$ cat src/rtl/clock_period_monitor.sv
`default_nettype none
`timescale 1ns/1ps
// +----------------------------------------------------------------------------+
// | Module      : clock_period_monitor                                         |
// | Description : Measures the period of an asynchronous monitored clock in    |
// |               CLK_IN cycles, flags out-of-tolerance periods and a stopped  |
// |               clock, and declares lock after consecutive good periods.     |
// | Options     : define CLKMON_DUTY_EN to add the HIGH_TIME measurement.      |
// | Revision    : 1.0 - initial release                                        |
// +----------------------------------------------------------------------------+
module clock_period_monitor #(
  parameter int CNT_W      = 32,
  parameter int EXP_PERIOD = 50000000,
  parameter int TOL        = 50000,
  parameter int TIMEOUT    = 100000000,
  parameter int LOCK_CNT   = 4
) (
  input  logic             CLK_IN,
  input  logic             RST,
  input  logic             MON_CLK,
  input  logic             CLR_ERR,
  output logic [CNT_W-1:0] PERIOD,
  output logic             PERIOD_VALID,
  output logic             IN_RANGE,
  output logic             RANGE_ERR,
  output logic             TIMEOUT_ERR,
  output logic             LOCKED
`ifdef CLKMON_DUTY_EN
  ,
  output logic [CNT_W-1:0] HIGH_TIME
`endif
);

  localparam int LCW = (LOCK_CNT < 1) ? 1 : $clog2(LOCK_CNT + 1);
  // Tolerance window, evaluated once at elaboration; low bound clamps at zero.
  localparam logic [63:0]    c_hi_bound  = 64'(EXP_PERIOD) + 64'(TOL);
  localparam logic [63:0]    c_lo_bound  = (EXP_PERIOD > TOL) ? 64'(EXP_PERIOD - TOL) : 64'd0;
  localparam logic [CNT_W-1:0] c_timeout   = CNT_W'(TIMEOUT);
  localparam logic [CNT_W:0]   c_timeout_x = (CNT_W + 1)'(TIMEOUT);
  localparam logic [LCW-1:0]   c_lock_max  = LCW'(LOCK_CNT);

  typedef enum logic [0:0] {
    SEEK    = 1'b0,
    MEASURE = 1'b1
  } state_t;

  logic             sync1_q, sync2_q, sync3_q;
  logic             rise;
  logic [CNT_W:0]   cnt_inc;
  logic             in_window;
  state_t           state_q, state_d;
  logic [CNT_W-1:0] cnt_q, cnt_d;
  logic [CNT_W-1:0] period_q, period_d;
  logic             pv_q, pv_d;
  logic             in_range_q, in_range_d;
  logic             range_err_q, range_err_d;
  logic             timeout_err_q, timeout_err_d;
  logic             locked_q, locked_d;
  logic [LCW-1:0]   lock_cnt_q, lock_cnt_d;

  assign rise      = sync2_q & ~sync3_q;
  // One wider than the counter so cnt+1 is exact for the window and timeout tests.
  assign cnt_inc   = {1'b0, cnt_q} + (CNT_W + 1)'(1);
  assign in_window = (64'(cnt_inc) >= c_lo_bound) && (64'(cnt_inc) <= c_hi_bound);

  // Synchronizer, edge-detect flop and all monitor state registers.
  always_ff @(posedge CLK_IN) begin
    if (RST) begin
      sync1_q       <= 1'b0;
      sync2_q       <= 1'b0;
      sync3_q       <= 1'b0;
      state_q       <= SEEK;
      cnt_q         <= '0;
      period_q      <= '0;
      pv_q          <= 1'b0;
      in_range_q    <= 1'b0;
      range_err_q   <= 1'b0;
      timeout_err_q <= 1'b0;
      locked_q      <= 1'b0;
      lock_cnt_q    <= '0;
    end else begin
      sync1_q       <= MON_CLK;
      sync2_q       <= sync1_q;
      sync3_q       <= sync2_q;
      state_q       <= state_d;
      cnt_q         <= cnt_d;
      period_q      <= period_d;
      pv_q          <= pv_d;
      in_range_q    <= in_range_d;
      range_err_q   <= range_err_d;
      timeout_err_q <= timeout_err_d;
      locked_q      <= locked_d;
      lock_cnt_q    <= lock_cnt_d;
    end
  end

  // Next-state logic: period capture, range judgement, lock tracking, timeout.
  always_comb begin
    state_d       = state_q;
    cnt_d         = rise ? '0 : ((cnt_q == c_timeout) ? cnt_q : cnt_inc[CNT_W-1:0]);
    period_d      = period_q;
    pv_d          = 1'b0;
    in_range_d    = in_range_q;
    // Clearing first lets a same-cycle new error override the clear below.
    range_err_d   = range_err_q & ~CLR_ERR;
    timeout_err_d = timeout_err_q & ~CLR_ERR;
    locked_d      = locked_q;
    lock_cnt_d    = lock_cnt_q;
    case (state_q)
      SEEK: begin
        // First edge only opens a measurement window.
        if (rise) state_d = MEASURE;
      end
      MEASURE: begin
        if (rise) begin
          // A rise coinciding with the timeout threshold is a normal period.
          period_d   = cnt_inc[CNT_W-1:0];
          pv_d       = 1'b1;
          in_range_d = in_window;
          if (in_window) begin
            if (lock_cnt_q != c_lock_max) lock_cnt_d = lock_cnt_q + LCW'(1);
            locked_d = (lock_cnt_d == c_lock_max);
          end else begin
            lock_cnt_d  = '0;
            locked_d    = 1'b0;
            range_err_d = 1'b1;
          end
        end else if (cnt_inc == c_timeout_x) begin
          timeout_err_d = 1'b1;
          in_range_d    = 1'b0;
          locked_d      = 1'b0;
          lock_cnt_d    = '0;
          state_d       = SEEK;
        end
      end
      default: state_d = SEEK;
    endcase
  end

  assign PERIOD       = period_q;
  assign PERIOD_VALID = pv_q;
  assign IN_RANGE     = in_range_q;
  assign RANGE_ERR    = range_err_q;
  assign TIMEOUT_ERR  = timeout_err_q;
  assign LOCKED       = locked_q;

`ifdef CLKMON_DUTY_EN
  logic             fall;
  logic [CNT_W-1:0] high_cnt_q, high_cnt_d;
  logic [CNT_W-1:0] high_cap_q, high_cap_d;
  logic [CNT_W-1:0] high_time_q, high_time_d;

  assign fall = ~sync2_q & sync3_q;

  // High-time counter, fall capture and publication with the next period.
  always_ff @(posedge CLK_IN) begin
    if (RST) begin
      high_cnt_q  <= '0;
      high_cap_q  <= '0;
      high_time_q <= '0;
    end else begin
      high_cnt_q  <= high_cnt_d;
      high_cap_q  <= high_cap_d;
      high_time_q <= high_time_d;
    end
  end

  // A missing fall leaves the capture untouched, so the old value is republished.
  always_comb begin
    high_cnt_d  = rise ? '0 : ((high_cnt_q == c_timeout) ? high_cnt_q : high_cnt_q + CNT_W'(1));
    high_cap_d  = fall ? high_cnt_q + CNT_W'(1) : high_cap_q;
    high_time_d = pv_d ? high_cap_q : high_time_q;
  end

  assign HIGH_TIME = high_time_q;
`endif

endmodule
`default_nettype wire

$ cat config.mk
export PLATFORM = sky130hd
export DESIGN_NAME = clock_period_monitor
export DESIGN_NICKNAME = d
export VERILOG_FILES = /design/src/rtl/clock_period_monitor.sv
export SDC_FILE = /design/constraint.sdc
export NUM_CORES = 1
export LEC_CHECK = 0
export BUFFER_PORTS_ARGS = -buffer_cell sky130_fd_sc_hd__buf_2
export CAP_MARGIN = 20
export CELL_PAD_IN_SITES_DETAIL_PLACEMENT = 1
export CELL_PAD_IN_SITES_GLOBAL_PLACEMENT = 2
export CORE_MARGIN = 3
export CORE_UTILIZATION = 25
export DETAILED_ROUTE_END_ITERATION = 16
export PLACE_DENSITY = 0.62
export SLEW_MARGIN = 0
export SYNTH_ARGS = -nofsm -noshare
export SYNTH_HDL_FRONTEND = slang
export SYNTH_SLANG_ARGS = --single-unit
$ cat constraint.sdc
create_clock -name CLK_IN -period 3.7 [get_ports CLK_IN]
set_input_delay 1.11 -clock CLK_IN [delete_from_list [all_inputs] [get_ports CLK_IN]]
set_output_delay 1.11 -clock CLK_IN [all_outputs]
set_load 0.01 [all_outputs]
==> PnR_summary.wiki <==
{| class="wikitable"
! Metric !! Value
|-
| Outcome || finished clean
|-
| Per-cell routed wire length || 18.1 um
|-
| Crit Path Max Fanout || 7
|-
| Average cell area after synthesis || 8.33 um^2
|-
| Final hold violation count || 0
|-
| DR vias || 3922
|-
| Antenna violation net count after detailed routing || 0
|-
| Total Die Area || 18000 um^2
|-
| Share of final-layout standard cells stronger than drive strength 1 || 19.2%
|-
| Root buffer cell || sky130_fd_sc_hd__clkbuf_16
|-
| Sw frac || 22.4%
|-
| First-pass iteration count of the detailed router || 4
|-
| Antenna violations before repair || 0
|-
| Cell area power density || 360 nW/um^2
|-
| Starting utilization of the core area || 25.7%
|-
| Number of clock sinks seen by CTS || 76
|-
| Netlist area before placement || 4120 um^2
|-
| Number of DRC markers in iteration 0 || 245
|-
| Final period demand of the worst path || 3520 ps
|-
| Most used flip-flop cell after synthesis || sky130_fd_sc_hd__dfxtp_1
|-
| Type of the worst min-delay path || reg2reg
|-
| Core area || 16000 um^2
|-
| Most frequent cells after synthesis || sky130_fd_sc_hd__nor2_1, sky130_fd_sc_hd__dfxtp_1, sky130_fd_sc_hd__a211oi_1
|-
| Average vias per placed instance || 5.22
|-
| Number of buffers inserted by hold repair at cts || 0
|-
| Half-perimeter wire length after placement || 10100 um
|-
| Insertion delay of the later-clocked pin in the worst-skew pair || 340 ps
|-
| Num ports || 41
|-
| Post-route DRC || 0
|-
| Wire length of the first global-routing pass || 22100 um
|-
| Cell variety after synth || 69
|-
| Fraction of power consumed by combinational cells || 3.8%
|-
| Post-Route Hold Slack || 450 ps
|-
| Data required time at the worst endpoint || 3910 ps
|-
| Clock transition at the registers of the reported paths || 60 ps
|-
| Share of flip-flops with an asynchronous set or reset || 0%
|-
| Die Wd || 134 um
|-
| Number of rows created at floorplan || 46
|-
| Total of fill cells in the finished design || 1959
|-
| Cell with the most instances after synthesis || sky130_fd_sc_hd__nor2_1
|-
| EDFF count, synth || 0
|-
| Vias in the first global route || 3909
|-
| Max-cap check violation count || 0
|-
| Worst setup skew after layout || 6.14 ps
|-
| Peak ir drop on the vdd network || 0.000215 V
|-
| Type of element launching the critical path || register
|-
| Flop pwr share || 47.5%
|-
| Post-synthesis to final-layout area growth || 19.1%
|-
| Detailed Route WL || 13600 um
|-
| Worst EP arrival || 3730 ps
|-
| Die Y-Extent || 134 um
|-
| Internal power || 1.37 mW
|-
| RD Place Congestion || 0.873
|-
| Quantity of gates resized following cts || 0
|-
| Number of slew-limit violations in the final report || 0
|-
| Inserted Diodes || 0
|-
| Total setup violations reported at the end of the flow || 0
|-
| Multi-input combinational cell area || 2410 um^2
|-
| Kind of end point of the critical path || register
|-
| Cell type with the highest aggregate area in the netlist || sky130_fd_sc_hd__dfxtp_1
|-
| Number of H-tree levels || 3
|-
| Port buffer count || 40
|-
| Worst-Margin Slew || 662 ps
|-
| Kind of critical path || reg2reg
|-
| Number of nets in the final layout || 539
|-
| Register cell area after layout || 1520 um^2
|-
| Top achievable clock speed || 284 MHz
|-
| Total global routing track utilization || 15.4%
|-
| Pin count of the biggest net entering global routing || 44
|-
| Portion of the clock cycle consumed by the worst path in the final layout || 95.1%
|-
| Total grt overflow || 0
|-
| Nets in the synthesized netlist || 502
|-
| Largest cells by area after synthesis || sky130_fd_sc_hd__dfxtp_1, sky130_fd_sc_hd__nor2_1, sky130_fd_sc_hd__a211oi_1, sky130_fd_sc_hd__nand4_1, sky130_fd_sc_hd__xnor2_1
|-
| Switching Power || 0.395 mW
|-
| Yosys warns || 0
|-
| Flip-flop and latch count after synthesis || 76
|-
| Clock power share || 48.8%
|-
| Clock tree from TritonCTS || done
|-
| Post-CTS setup-driven buffer insertion count || 0
|-
| Clock tree buffer depth || 2
|-
| Number of instances in the synthesized netlist || 494
|-
| Worst slew slack as a fraction of its limit || 55.4%
|-
| Leakage Power || 1.73 nW
|-
| Final core occ || 30.6%
|-
| Number of buffers inserted during clock tree synthesis || 9
|-
| Area fraction of the dominant cell type after synthesis || 37.0%
|-
| Share of the yosys chip area belonging to registers || 37.0%
|}
==> final timing paths <==
path                            endpoint  slack [ps]  startpoint  cells after the start
worst max-delay path              LOCKED         180    cnt_q[1]                      9
worst min-delay path             sync2_q         450     sync1_q                      1
worst max register to register    LOCKED         180    cnt_q[1]                      9
worst min register to register   sync2_q         450     sync1_q                      1
==> cell type report <==
class,instances,share of cell area (%)
Inverter,8,0.613
Timing Repair Buffer,64,7.76
Multi-Input combinational cell,372,49.2
Tap cell,216,5.51
Clock buffer,11,4.75
Sequential cell,76,31.0
Clock inverter,5,1.07
==> flip-flops by register name, summed over array words and instances (netlist names) <==
name / cells
IN_RANGE: 1
LOCKED: 1
PERIOD: 32
PERIOD_VALID: 1
RANGE_ERR: 1
TIMEOUT_ERR: 1
cnt_q: 32
lock_cnt_q: 3
state_q: 1
sync1_q: 1
sync2_q: 1
sync3_q: 1
==> cells by family (layout without fill, tap and decap cells) <==
group	Yosys count	in the layout	synth area share, %
DFF	76	76	37.0
adders and majority gates	4	4	1.22
buffers and inverters	46	88	4.99
muxes	2	2	0.517
xor gates and xnor gates	27	27	5.75
AOI/OAI and AO/OA	99	99	17.7
and+or+nand+nor	240	240	32.9
==> metrics by stage <==
| step | worst slack (ps) | instances | cell area [um^2] | setup TNS (ps) | power, mW |
|---|---|---|---|---|---|
| 2_1_floorplan | 695 | 494 | 4120 | 0 | 0.897 |
| 4_1_cts | 188 | 752 | 4880 | 0 | 1.81 |
| 3_5_place_dp | 196 | 736 | 4590 | 0 | 0.923 |
| 6_report | 182 | 752 | 4900 | 0 | 1.76 |
| 5_1_grt | -18.1 | 752 | 4900 | -27.2 | 1.84 |
| 3_3_place_gp | 233 | 736 | 4590 | 0 | 0.922 |
==> layer usage <==
layer	track usage (%)	part of all wire [%]	vias up	wire length, um
met1	22.2	50	1937	6750
met5	0	0	-	0
met4	5.49	1.9	0	255
met2	23.4	45	70	6120
li1	-	-	1897	-
met3	2.44	3.3	18	445
==> layout by cell type, fill, tap and decap left out, types with 4 or more instances in the layout <==
master / instances
sky130_fd_sc_hd__inv_1: 8
sky130_fd_sc_hd__nand4_1: 24
sky130_fd_sc_hd__a31oi_1: 5
sky130_fd_sc_hd__nand2b_1: 4
sky130_fd_sc_hd__o21ai_0: 10
sky130_fd_sc_hd__o211ai_1: 6
sky130_fd_sc_hd__a21o_1: 4
sky130_fd_sc_hd__a21oi_1: 10
sky130_fd_sc_hd__nor2b_1: 6
sky130_fd_sc_hd__and4_1: 9
sky130_fd_sc_hd__nor2_1: 82
sky130_fd_sc_hd__or3_1: 6
sky130_fd_sc_hd__nor4_1: 11
sky130_fd_sc_hd__a211oi_1: 33
sky130_fd_sc_hd__and2_1: 8
sky130_fd_sc_hd__buf_4: 24
sky130_fd_sc_hd__nand3_1: 15
sky130_fd_sc_hd__clkbuf_16: 9
sky130_fd_sc_hd__nor3_1: 11
sky130_fd_sc_hd__buf_2: 40
sky130_fd_sc_hd__xor2_1: 13
sky130_fd_sc_hd__and3_1: 5
sky130_fd_sc_hd__nand2_1: 26
sky130_fd_sc_hd__dfxtp_1: 76
sky130_fd_sc_hd__xnor2_1: 14
sky130_fd_sc_hd__or4_1: 4
==> power groups by stage <==
stage          combinational [mW]  clock, mW  sequential [mW]
2_1_floorplan              0.0426          0            0.854
3_3_place_gp               0.0681          0            0.854
3_5_place_dp               0.0682          0            0.855
4_1_cts                    0.0686      0.903            0.837
5_1_grt                    0.0751      0.931            0.838
6_report                   0.0663      0.860            0.837
==> worst max-delay path: stages (launching register included) <==
cell                        delay [ps]
sky130_fd_sc_hd__dfxtp_1           450
sky130_fd_sc_hd__ha_2              320
sky130_fd_sc_hd__nand4_2           250
sky130_fd_sc_hd__a2111oi_1         450
sky130_fd_sc_hd__o21ai_1           170
sky130_fd_sc_hd__a21o_1            200
sky130_fd_sc_hd__or4_1             540
sky130_fd_sc_hd__or4_1             660
sky130_fd_sc_hd__o211ai_1          250
sky130_fd_sc_hd__a21oi_1            90
Note: power is estimated with default switching activity, not from simulation.
